[src/rtl/fc_layer_seq_if.sv]
// Bus bundle for the fully-connected layer engine: sequencer handshake,
// runtime layer configuration and the four SRAM ports.
//
// Handshake: start is a one-cycle request that is honoured only while the
// engine is idle. busy rises the cycle after an accepted start and stays high
// through the done cycle. done pulses once per accepted start, and err
// pulses with it when a dimension was zero. SRAM reads carry no
// valid/ready. The engine drives an address in cycle t and samples rdata at
// the end of cycle t+RD_LAT, so the memory side must hold rdata valid for
// that whole cycle. The output SRAM write is a single-cycle wea strobe with
// addr/wdata.
interface fc_layer_seq_if #(
    parameter int ADDR_WIDTH = 16,
    parameter int DATA_WIDTH = 32,
    parameter int DIM_WIDTH  = 10
);
    logic                         start;
    logic [DIM_WIDTH-1:0]         fc_in;
    logic [DIM_WIDTH-1:0]         fc_out;
    logic [ADDR_WIDTH-1:0]        in_base;
    logic [ADDR_WIDTH-1:0]        w_base;
    logic [ADDR_WIDTH-1:0]        b_base;
    logic [ADDR_WIDTH-1:0]        out_base;
    logic                         busy;
    logic                         done;
    logic                         err;
    logic [ADDR_WIDTH-1:0]        sram_input_addr;
    logic signed [DATA_WIDTH-1:0] sram_input_rdata;
    logic [ADDR_WIDTH-1:0]        sram_weight_addr;
    logic signed [DATA_WIDTH-1:0] sram_weight_rdata;
    logic [ADDR_WIDTH-1:0]        sram_bias_addr;
    logic signed [DATA_WIDTH-1:0] sram_bias_rdata;
    logic                         sram_output_wea;
    logic [ADDR_WIDTH-1:0]        sram_output_addr;
    logic signed [DATA_WIDTH-1:0] sram_output_wdata;
    logic [2:0]                   dbg_state;

    // Sequencer / memory side
    modport master (
        output start, fc_in, fc_out, in_base, w_base, b_base, out_base,
        output sram_input_rdata, sram_weight_rdata, sram_bias_rdata,
        input  busy, done, err,
        input  sram_input_addr, sram_weight_addr, sram_bias_addr,
        input  sram_output_wea, sram_output_addr, sram_output_wdata,
        input  dbg_state
    );

    // Engine side
    modport slave (
        input  start, fc_in, fc_out, in_base, w_base, b_base, out_base,
        input  sram_input_rdata, sram_weight_rdata, sram_bias_rdata,
        output busy, done, err,
        output sram_input_addr, sram_weight_addr, sram_bias_addr,
        output sram_output_wea, sram_output_addr, sram_output_wdata,
        output dbg_state
    );
endinterface

[src/rtl/fc_layer_seq.sv]
// Fully-connected layer engine: y[o] = sat(bias[o] + sum_i (x[i]*w[o][i]) >>> FRAC_BITS).
// One neuron at a time: fc_in MAC read cycles, RD_LAT drain cycles, one write.
// Optional feature macro FC_RELU_EN: clamps negative saturated results to 0.
// The interface instance must use the same ADDR/DATA/DIM widths as this module.
// ACC_WIDTH must not exceed 2*DATA_WIDTH.
module fc_layer_seq #(
    parameter int ADDR_WIDTH = 16,
    parameter int DATA_WIDTH = 32,
    parameter int DIM_WIDTH  = 10,
    parameter int FRAC_BITS  = 24,
    parameter int ACC_WIDTH  = 48,
    parameter int RD_LAT     = 2
) (
    input logic          clk,
    input logic          rst,
    fc_layer_seq_if.slave bus
);
    typedef enum logic [2:0] {
        S_IDLE  = 3'd0,
        S_MAC   = 3'd1,
        S_DRAIN = 3'd2,
        S_WRITE = 3'd3,
        S_DONE  = 3'd4
    } state_t;

    localparam logic signed [ACC_WIDTH-1:0] SAT_MAX =
        {{(ACC_WIDTH-DATA_WIDTH+1){1'b0}}, {(DATA_WIDTH-1){1'b1}}};
    localparam logic signed [ACC_WIDTH-1:0] SAT_MIN =
        {{(ACC_WIDTH-DATA_WIDTH+1){1'b1}}, {(DATA_WIDTH-1){1'b0}}};

    state_t                       state;
    logic [DIM_WIDTH-1:0]         fc_in_q, fc_out_q, i_cnt, o_cnt;
    logic [ADDR_WIDTH-1:0]        in_base_q, b_base_q, out_base_q, w_ptr;
    logic [1:0]                   drain_cnt;
    logic [ADDR_WIDTH-1:0]        in_addr, w_addr, b_addr, out_addr;
    logic                         out_wea, busy_q, done_q, err_q;
    logic signed [DATA_WIDTH-1:0] wdata_q;
    // Issue markers delayed by the SRAM latency; bit RD_LAT-1 marks the
    // cycle in which the matching rdata is valid.
    logic [RD_LAT-1:0]            x_vld, b_vld;
    logic signed [ACC_WIDTH-1:0]  acc, acc_next, prod_ext, bias_ext;
    logic signed [2*DATA_WIDTH-1:0] x_ext, w_ext, prod, prod_sh;
    logic signed [DATA_WIDTH-1:0] result;

    assign bus.busy              = busy_q;
    assign bus.done              = done_q;
    assign bus.err               = err_q;
    assign bus.sram_input_addr   = in_addr;
    assign bus.sram_weight_addr  = w_addr;
    assign bus.sram_bias_addr    = b_addr;
    assign bus.sram_output_wea   = out_wea;
    assign bus.sram_output_addr  = out_addr;
    assign bus.sram_output_wdata = wdata_q;
    assign bus.dbg_state         = state;

    // Product/bias alignment, next accumulator value and saturated result
    always_comb begin
        x_ext    = {{DATA_WIDTH{bus.sram_input_rdata[DATA_WIDTH-1]}}, bus.sram_input_rdata};
        w_ext    = {{DATA_WIDTH{bus.sram_weight_rdata[DATA_WIDTH-1]}}, bus.sram_weight_rdata};
        prod     = x_ext * w_ext;
        prod_sh  = prod >>> FRAC_BITS;
        prod_ext = prod_sh[ACC_WIDTH-1:0];
        bias_ext = {{(ACC_WIDTH-DATA_WIDTH){bus.sram_bias_rdata[DATA_WIDTH-1]}},
                    bus.sram_bias_rdata};
        acc_next = acc;
        if (x_vld[RD_LAT-1]) acc_next = acc_next + prod_ext;
        if (b_vld[RD_LAT-1]) acc_next = acc_next + bias_ext;
        if (acc_next > SAT_MAX)      result = SAT_MAX[DATA_WIDTH-1:0];
        else if (acc_next < SAT_MIN) result = SAT_MIN[DATA_WIDTH-1:0];
        else                         result = acc_next[DATA_WIDTH-1:0];
`ifdef FC_RELU_EN
        if (result[DATA_WIDTH-1]) result = '0;
`endif
    end

    // Control FSM, address generation, read-latency tracking and accumulation
    always_ff @(posedge clk) begin
        if (rst) begin
            state      <= S_IDLE;
            fc_in_q    <= '0;
            fc_out_q   <= '0;
            i_cnt      <= '0;
            o_cnt      <= '0;
            in_base_q  <= '0;
            b_base_q   <= '0;
            out_base_q <= '0;
            w_ptr      <= '0;
            drain_cnt  <= '0;
            in_addr    <= '0;
            w_addr     <= '0;
            b_addr     <= '0;
            out_addr   <= '0;
            out_wea    <= 1'b0;
            wdata_q    <= '0;
            busy_q     <= 1'b0;
            done_q     <= 1'b0;
            err_q      <= 1'b0;
            x_vld      <= '0;
            b_vld      <= '0;
            acc        <= '0;
        end else begin
            x_vld[0] <= (state == S_MAC);
            b_vld[0] <= (state == S_MAC) && (i_cnt == '0);
            for (int k = 1; k < RD_LAT; k++) begin
                x_vld[k] <= x_vld[k-1];
                b_vld[k] <= b_vld[k-1];
            end
            if (x_vld[RD_LAT-1] || b_vld[RD_LAT-1]) acc <= acc_next;

            // Read addresses are only non-zero in MAC; write strobes are single-cycle.
            in_addr  <= '0;
            w_addr   <= '0;
            b_addr   <= '0;
            out_addr <= '0;
            out_wea  <= 1'b0;
            wdata_q  <= '0;
            done_q   <= 1'b0;
            err_q    <= 1'b0;

            case (state)
                S_IDLE: begin
                    if (bus.start) begin
                        fc_in_q    <= bus.fc_in;
                        fc_out_q   <= bus.fc_out;
                        in_base_q  <= bus.in_base;
                        b_base_q   <= bus.b_base;
                        out_base_q <= bus.out_base;
                        busy_q     <= 1'b1;
                        i_cnt      <= '0;
                        o_cnt      <= '0;
                        acc        <= '0;
                        if (bus.fc_in == '0 || bus.fc_out == '0) begin
                            state  <= S_DONE;
                            done_q <= 1'b1;
                            err_q  <= 1'b1;
                        end else begin
                            state   <= S_MAC;
                            in_addr <= bus.in_base;
                            w_addr  <= bus.w_base;
                            w_ptr   <= bus.w_base + 1'b1;
                            b_addr  <= bus.b_base;
                        end
                    end
                end
                S_MAC: begin
                    if (i_cnt == fc_in_q - 1'b1) begin
                        state     <= S_DRAIN;
                        drain_cnt <= '0;
                    end else begin
                        // Weight rows are contiguous, so one running pointer
                        // covers w_base + o*fc_in + i across all neurons.
                        i_cnt   <= i_cnt + 1'b1;
                        in_addr <= in_addr + 1'b1;
                        w_addr  <= w_ptr;
                        w_ptr   <= w_ptr + 1'b1;
                    end
                end
                S_DRAIN: begin
                    if (drain_cnt == 2'(RD_LAT - 1)) begin
                        state    <= S_WRITE;
                        out_wea  <= 1'b1;
                        out_addr <= out_base_q + ADDR_WIDTH'(o_cnt);
                        wdata_q  <= result;
                    end else begin
                        drain_cnt <= drain_cnt + 1'b1;
                    end
                end
                S_WRITE: begin
                    if (o_cnt == fc_out_q - 1'b1) begin
                        state  <= S_DONE;
                        done_q <= 1'b1;
                    end else begin
                        state   <= S_MAC;
                        o_cnt   <= o_cnt + 1'b1;
                        i_cnt   <= '0;
                        acc     <= '0;
                        in_addr <= in_base_q;
                        w_addr  <= w_ptr;
                        w_ptr   <= w_ptr + 1'b1;
                        b_addr  <= b_base_q + ADDR_WIDTH'(o_cnt + 1'b1);
                    end
                end
                S_DONE: begin
                    state  <= S_IDLE;
                    busy_q <= 1'b0;
                end
                default: state <= S_IDLE;
            endcase
        end
    end
endmodule

[src/flat_wrapper.sv]
// flat-port wrapper written by rule: the top's interface ports become plain ports
module fc_layer_seq_flat 
#(
    parameter int ADDR_WIDTH = 16,
    parameter int DATA_WIDTH = 32,
    parameter int DIM_WIDTH  = 10,
    parameter int FRAC_BITS  = 24,
    parameter int ACC_WIDTH  = 48,
    parameter int RD_LAT     = 2
)
  (clk, rst, bus_start, bus_fc_in, bus_fc_out, bus_in_base, bus_w_base, bus_b_base, bus_out_base, bus_sram_input_rdata, bus_sram_weight_rdata, bus_sram_bias_rdata, bus_busy, bus_done, bus_err, bus_sram_input_addr, bus_sram_weight_addr, bus_sram_bias_addr, bus_sram_output_wea, bus_sram_output_addr, bus_sram_output_wdata, bus_dbg_state);
  fc_layer_seq_if #(.ADDR_WIDTH(ADDR_WIDTH), .DATA_WIDTH(DATA_WIDTH), .DIM_WIDTH(DIM_WIDTH)) bus_i ();
  input logic clk;
  input logic rst;
  input wire logic [$bits(bus_i.start)-1:0] bus_start;
  input wire logic [$bits(bus_i.fc_in)-1:0] bus_fc_in;
  input wire logic [$bits(bus_i.fc_out)-1:0] bus_fc_out;
  input wire logic [$bits(bus_i.in_base)-1:0] bus_in_base;
  input wire logic [$bits(bus_i.w_base)-1:0] bus_w_base;
  input wire logic [$bits(bus_i.b_base)-1:0] bus_b_base;
  input wire logic [$bits(bus_i.out_base)-1:0] bus_out_base;
  input wire logic [$bits(bus_i.sram_input_rdata)-1:0] bus_sram_input_rdata;
  input wire logic [$bits(bus_i.sram_weight_rdata)-1:0] bus_sram_weight_rdata;
  input wire logic [$bits(bus_i.sram_bias_rdata)-1:0] bus_sram_bias_rdata;
  output wire logic [$bits(bus_i.busy)-1:0] bus_busy;
  output wire logic [$bits(bus_i.done)-1:0] bus_done;
  output wire logic [$bits(bus_i.err)-1:0] bus_err;
  output wire logic [$bits(bus_i.sram_input_addr)-1:0] bus_sram_input_addr;
  output wire logic [$bits(bus_i.sram_weight_addr)-1:0] bus_sram_weight_addr;
  output wire logic [$bits(bus_i.sram_bias_addr)-1:0] bus_sram_bias_addr;
  output wire logic [$bits(bus_i.sram_output_wea)-1:0] bus_sram_output_wea;
  output wire logic [$bits(bus_i.sram_output_addr)-1:0] bus_sram_output_addr;
  output wire logic [$bits(bus_i.sram_output_wdata)-1:0] bus_sram_output_wdata;
  output wire logic [$bits(bus_i.dbg_state)-1:0] bus_dbg_state;
  assign bus_i.start = bus_start;
  assign bus_i.fc_in = bus_fc_in;
  assign bus_i.fc_out = bus_fc_out;
  assign bus_i.in_base = bus_in_base;
  assign bus_i.w_base = bus_w_base;
  assign bus_i.b_base = bus_b_base;
  assign bus_i.out_base = bus_out_base;
  assign bus_i.sram_input_rdata = bus_sram_input_rdata;
  assign bus_i.sram_weight_rdata = bus_sram_weight_rdata;
  assign bus_i.sram_bias_rdata = bus_sram_bias_rdata;
  assign bus_busy = bus_i.busy;
  assign bus_done = bus_i.done;
  assign bus_err = bus_i.err;
  assign bus_sram_input_addr = bus_i.sram_input_addr;
  assign bus_sram_weight_addr = bus_i.sram_weight_addr;
  assign bus_sram_bias_addr = bus_i.sram_bias_addr;
  assign bus_sram_output_wea = bus_i.sram_output_wea;
  assign bus_sram_output_addr = bus_i.sram_output_addr;
  assign bus_sram_output_wdata = bus_i.sram_output_wdata;
  assign bus_dbg_state = bus_i.dbg_state;
  fc_layer_seq #(.ADDR_WIDTH(ADDR_WIDTH), .DATA_WIDTH(DATA_WIDTH), .DIM_WIDTH(DIM_WIDTH), .FRAC_BITS(FRAC_BITS), .ACC_WIDTH(ACC_WIDTH), .RD_LAT(RD_LAT)) u_core (.clk(clk), .rst(rst), .bus(bus_i));
endmodule
[config.mk]
export PLATFORM = sky130hd
export DESIGN_NAME = fc_layer_seq_flat
export DESIGN_NICKNAME = d
export VERILOG_FILES = /design/src/rtl/fc_layer_seq_if.sv /design/src/rtl/fc_layer_seq.sv /design/src/flat_wrapper.sv
export SDC_FILE = /design/constraint.sdc
export NUM_CORES = 2
export LEC_CHECK = 0
export CAP_MARGIN = 10
export CORE_MARGIN = 2
export CORE_UTILIZATION = 50
export DETAILED_ROUTE_END_ITERATION = 10
export PLACE_DENSITY_LB_ADDON = 0.1
export SKIP_LAST_GASP = 1
export SLEW_MARGIN = 30
export SYNTH_ARGS = -nofsm -noshare
export SYNTH_HDL_FRONTEND = slang
export SYNTH_SLANG_ARGS = --single-unit
[constraint.sdc]
create_clock -name clk -period 14.2 [get_ports clk]
set_input_delay 2.84 -clock clk [delete_from_list [all_inputs] [get_ports clk]]
set_output_delay 2.84 -clock clk [all_outputs]
set_load 0.005 [all_outputs]
Word-level counts from Yosys, hierarchy flattened
Cells that the tools add are included.
W data, S select, Z words.
{ "op_classes": {"order_cmp": 2, "add_sub_neg": 13, "n_eq_ne": 14, "n_mux": 49, "n_mul": 1, "reduce_logical": 22, "n_bitwise": 3} }
{ "op_table": {"columns": ["cell", "count"], "rows": [
  ["$mux W16", 15],
  ["$mux W48", 5],
  ["$pmux W16 S3", 3],
  ["$pmux W48 S2", 1],
  ["$mul A32 B32 Y64", 1],
  ["$add A16 B1 Y16 const B", 3],
  ["$add A48 B32 Y48", 1],
  ["$add A48 B40 Y48", 1],
  ["$gt A48 B32 Y1 const B", 1],
  ["$lt A48 B32 Y1 const B", 1],
  ["$mux W10", 4],
  ["$mux W32", 1],
  ["$pmux W16 S2", 1],
  ["$mux W31", 1],
  ["$logic_not A10 Y1", 3],
  ["$pmux W10 S3", 1],
  ["$add A10 B1 Y10 const B", 2],
  ["$eq A10 B10 Y1", 2],
  ["$pmux W10 S2", 1],
  ["$sub A10 B1 Y10 const B", 2],
  ["$add A16 B10 Y16", 1],
  ["$add A16 B16 Y16", 1],
  ["$mux W3", 5],
  ["$ne A2 B2 Y1 const B", 6],
  ["other kinds (25)", 41]
]} }
{ "word_totals": {"regBits": 261, "out_inout_bits": 103, "inputBits": 183} }

Depth between registers and ports, before layout
{ "logic_depth": {"ltp_word": 8, "depth_mapped": 55, "depth_no_buf": 52} }

Least setup slack after synthesis
No wires, ideal clock.
{ "synth_path": {"path_kind": "input-to-reg", "startpoint": "input port bus_sram_input_rdata[7]", "endpoint": "register u_core.wdata_q[1], in the netlist u_core.bus.sram_output_wdata[1]", "setup_ns": 0.142, "setup_slack_ns": -0.476, "t_arrival_ns": 14.534, "path_stages": 51, "path_cell_list": "clkbuf_1 > nand2_1 > fa_1 > inv_1 > fa_1 > inv_1 > fa_1 > inv_1 > fa_1 > fa_1 > fa_1 > fa_1 > fa_1 > ha_1 > a21o_1 > a221oi_1 > o21ai_0 > a221oi_1 > [... 15 more ...] > xor2_1 > mux2_2 > ha_1 > clkbuf_1 > a21o_1 > a21o_1 > a21oi_1 > o21ai_0 > a31oi_1 > a211o_1 > a21oi_1 > a211oi_1 > nand3_1 > or3_1 > nor4_1 > a31o_4 > buf_6 > a21oi_2"} }
{ "synth_between": {"elab_chain_cells": 8, "elab_cells_between_ends": 9, "classes_between": "2 x add/sub; 1 x mul; 2 x order compare; 4 x mux"} }
{ "synth_lines": {"columns": ["element", "line_no", "rtl"], "rows": [
  ["start, declared", "flat_wrapper.sv:22", "input wire logic [$bits(bus_i.sram_input_rdata)-1:0] bus_sram_input_rdata;"],
  ["$mul A32 B32 Y64 *", "fc_layer_seq.sv:60", "prod = x_ext * w_ext;"],
  ["$add A48 B40 Y48 *", "fc_layer_seq.sv:66", "if (x_vld[RD_LAT-1]) acc_next = acc_next + prod_ext;"],
  ["$mux W48 *", "fc_layer_seq.sv:66", null],
  ["$add A48 B32 Y48", "fc_layer_seq.sv:67", "if (b_vld[RD_LAT-1]) acc_next = acc_next + bias_ext;"],
  ["$mux W48 *", "fc_layer_seq.sv:67", null],
  ["$lt A48 B32 Y1", "fc_layer_seq.sv:69", "else if (acc_next < SAT_MIN) result = SAT_MIN[DATA_WIDTH-1:0];"],
  ["$mux W32", "fc_layer_seq.sv:69", null],
  ["$mux W31 *", "fc_layer_seq.sv:68", "if (acc_next > SAT_MAX) result = SAT_MAX[DATA_WIDTH-1:0];"],
  ["end signal, assigned", "fc_layer_seq.sv:163", "wdata_q <= result;"],
  ["end, declared", "fc_layer_seq.sv:37", "logic signed [DATA_WIDTH-1:0] wdata_q;"]
]} }
Every way passes the cells marked *; elsewhere a longest branch is shown, timed or not.
A chain may end at the register's enable or synchronous reset.

Worst setup path in the final report
{ "layout_path": {"startpoint": "input port bus_sram_weight_rdata[21]", "endpoint": "register u_core.wdata_q[5], in the netlist u_core.bus.sram_output_wdata[5]"} }
{ "layout_between": {"elab_chain_cells": 8, "elab_cells_between_ends": 9, "classes_between": "2 x add/sub; 1 x mul; 2 x order compare; 4 x mux"} }
{ "layout_lines": {"columns": ["element", "line_no", "rtl"], "rows": [
  ["start, declared", "flat_wrapper.sv:23", "input wire logic [$bits(bus_i.sram_weight_rdata)-1:0] bus_sram_weight_rdata;"],
  ["$mul A32 B32 Y64 *", "fc_layer_seq.sv:60", null],
  ["$add A48 B40 Y48 *", "fc_layer_seq.sv:66", null],
  ["$mux W48 *", "fc_layer_seq.sv:66", null],
  ["$add A48 B32 Y48", "fc_layer_seq.sv:67", null],
  ["$mux W48 *", "fc_layer_seq.sv:67", null],
  ["$lt A48 B32 Y1", "fc_layer_seq.sv:69", null],
  ["$mux W32", "fc_layer_seq.sv:69", null],
  ["$mux W31 *", "fc_layer_seq.sv:68", null]
]} }
Marked as above.

==> impl_metrics.ini <==
[worst_setup_path]
crit_top_cell = a21oi_2
required_ns = 14.69
crit_fanout = 8
worst_path_max_delay_cell = fa_2
arrival_ns = 14.88
worstSetupStartpointType = input port
critPathMaxStageDelay_ns = 0.60
crit_path_end_kind = register
crit_type = in -> reg

[routing]
vias = 45800
antenna_left = 0
drtPass1Iterations = 6
drc = 0
drt-total-wl_mm = 168
avgViaCountPerCell = 5.40
dr.first_iter.drc_count = 2683
avgRoutedWirePerCell_um = 19.8

[floorplanning]
rows = 119
start_util_pct = 50.5
core_area_sq_um = 105000
die_w_um = 330
io_pins = 286
die-area_sq_um = 109000
die_height_um = 330

[global_route]
track_usage_pct = 31.0
antenna_found_initial = 0
grt.overflow.total = 0
grt_max_degree = 82
grt_pass1_vias = 48900
grt_first_pass_wirelength_mm = 266

[placement]
place.gp.congestion = 0.910
hpwl_mm = 133
numPortBuffers = 285

[timing]
finalHoldViolCount = 0
rsz0062_at_grt = true
finalSetupViolCount = 33
fin_crit_sh_pct = 101
maxClockFrequency_mhz = 69.5
finalWorstSetupSlack_ns = -0.196
skew_ns = 0.0400
min_period_ns = 14.40
slew_violations = 0
relSlewSlack_pct = 34.8
worst_pin_slew_ns = 0.979

[synth]
synth_edf_count = 0
synth.largest_area_cell = fa_1
yosys-top-cells-area = fa_1, dfxtp_1, ha_1
synth_cells = 6043
synth_area_sq_um = 53100
async_flop_share_pct = 0
syn_nets = 7626
ys_types = 83
yosys_warnings = 0
ys.flop_type = dfxtp_1
synth_top_area_share_pct = 40.9
syn_avg_cell_area_sq_um = 8.79
ys_ff_latch = 261
ys_seq_area_share_pct = 9.84

[clock_tree]
cts_hold_buf = 0
clockBufferDepth = 3
cts-htree-levels = 1
clock_latency_ns = 0.62
clk_pin_slew_worst_paths_ns = 0.06
cts.sink_count = 261
tritoncts = yes
root_buffer = clkbuf_16
numCtsBuffers = 28

[hold_path]
min_path_type = reg -> reg

[layout]
drive_gt1_share_pct = 24.3
fin_util_pct = 66.1
mostFrequentLayoutCells = fa_1, inv_1, buf_4, nand2_1, and2_1
nFillCells = 8695
final_common_cell = fa_1
nNetsFinal = 8668
area_growth_pct = 31.0

[outcome]
violations = setup timing
status = finished, violations left

[job]
drv_cap = 0
-- registers in the layout (all words and copies together), names as in the netlist, 3 cells and up --
| name | flops |
|---|---|
| u_core.b_base_q | 16 |
| u_core.fc_out_q | 10 |
| u_core.o_cnt | 10 |
| u_core.w_ptr | 16 |
| u_core.in_base_q | 16 |
| u_core.bus.dbg_state | 3 |
| u_core.bus.sram_weight_addr | 16 |
| u_core.bus.sram_input_addr | 16 |
| u_core.fc_in_q | 10 |
| u_core.bus.sram_output_wdata | 32 |
| u_core.acc | 48 |
| u_core.i_cnt | 10 |
| u_core.out_base_q | 16 |
| u_core.bus.sram_bias_addr | 16 |
| u_core.bus.sram_output_addr | 16 |
-- metrics by stage --
stage          worst slack [ns]  std cells  TNS (ns)  hold WS, ns  cell area (sq um)
2_1_floorplan           0.00809       6043         0        0.414              53200
3_3_place_gp              -1.96       8244    -74.33        0.426              63600
3_5_place_dp              -1.94       8244    -73.59        0.430              63600
4_1_cts                  -0.112       8445     -3.12        0.450              68100
5_1_grt                  -0.668       8496    -20.82        0.466              69600
6_report                 -0.196       8497     -5.39        0.453              69600
-- area by class of cell --
type                    instances  area [sq um]  area share [%]
multi-input cells            4467         45600            65.6
repair buffers               1327         12200            17.6
flip-flops and latches        261          5230            7.51
inverters                    1000          3750            5.39
well taps                    1391          1740            2.50
clock buffers                  43           857            1.23
clock inverters                 7           120           0.173
diodes                          1          2.50         0.00360
-- logic make-up after synthesis --
kind of cell,after synthesis,share of synthesized area (%)
compound gates,827,9.85
xor+xnor,190,3.13
fa+ha+maj,1400,48.3
buf+inv,1315,9.33
flops,261,9.84
mux,63,1.27
simple gates,1987,18.3
-- worst paths after layout --
kind,start,end,slack (ns),cells past startpoint
hold reg to reg,u_core.x_vld[0],u_core.x_vld[1],0.45,1
setup reg to reg,u_core.x_vld[1],u_core.bus.sram_output_wdata[5],7.83,21
hold / removal,u_core.x_vld[0],u_core.x_vld[1],0.45,1
setup / recovery,bus_sram_weight_rdata[21],u_core.bus.sram_output_wdata[5],-0.20,50
-- metal layers --
metal	GRT usage [%]	vias up	routed length (um)
met5	0	-	0
met4	12.2	0	8680
met3	2.92	351	8420
met2	55.2	1275	84800
met1	39.0	23300	66000
li1	-	21000	-
-- cell usage after synthesis (12+ instances only) --
cell / n
xor2_1: 66
o211ai_1: 12
nor2b_1: 32
nor2_1: 266
nor4_1: 20
o21bai_1: 23
o31ai_1: 15
a32oi_1: 12
mux2_2: 35
mux2i_1: 28
or3_1: 23
clkbuf_1: 293
and3_1: 28
inv_1: 998
fa_1: 1085
a22oi_1: 19
a21o_1: 74
nand2b_1: 34
o2111ai_1: 15
a222oi_1: 16
a21oi_1: 312
xnor2_1: 124
ha_1: 315
nor3_1: 44
o21ai_0: 149
a211oi_1: 27
o21a_1: 18
dfxtp_1: 261
and2_1: 571
buf_1: 18
a31oi_1: 35
nand2_1: 784
nand3_1: 98
nand4_1: 49
-- repair_timing --
item	4_1_cts	5_1_grt
endpoints found under the setup margin	40	37
gates cloned	21	9
hold endpoints to repair	0	0
setup buffers	134	51
resized for setup	598	377
pin swaps	289	265
-- worst max-delay path, delay by kind of cell --
family	cells	cell delay, ns
muxes	1	0.24
buffers and inverters	8	0.95
adders and majority gates	11	4.92
xor gates and xnor gates	2	0.26
and+or+nand+nor	6	1.48
AOI/OAI and AO/OA	22	4.12
Power is left out: the tool's default activity adds up to more than one toggle a clock period on the data nets, which glitch-free logic cannot reach.
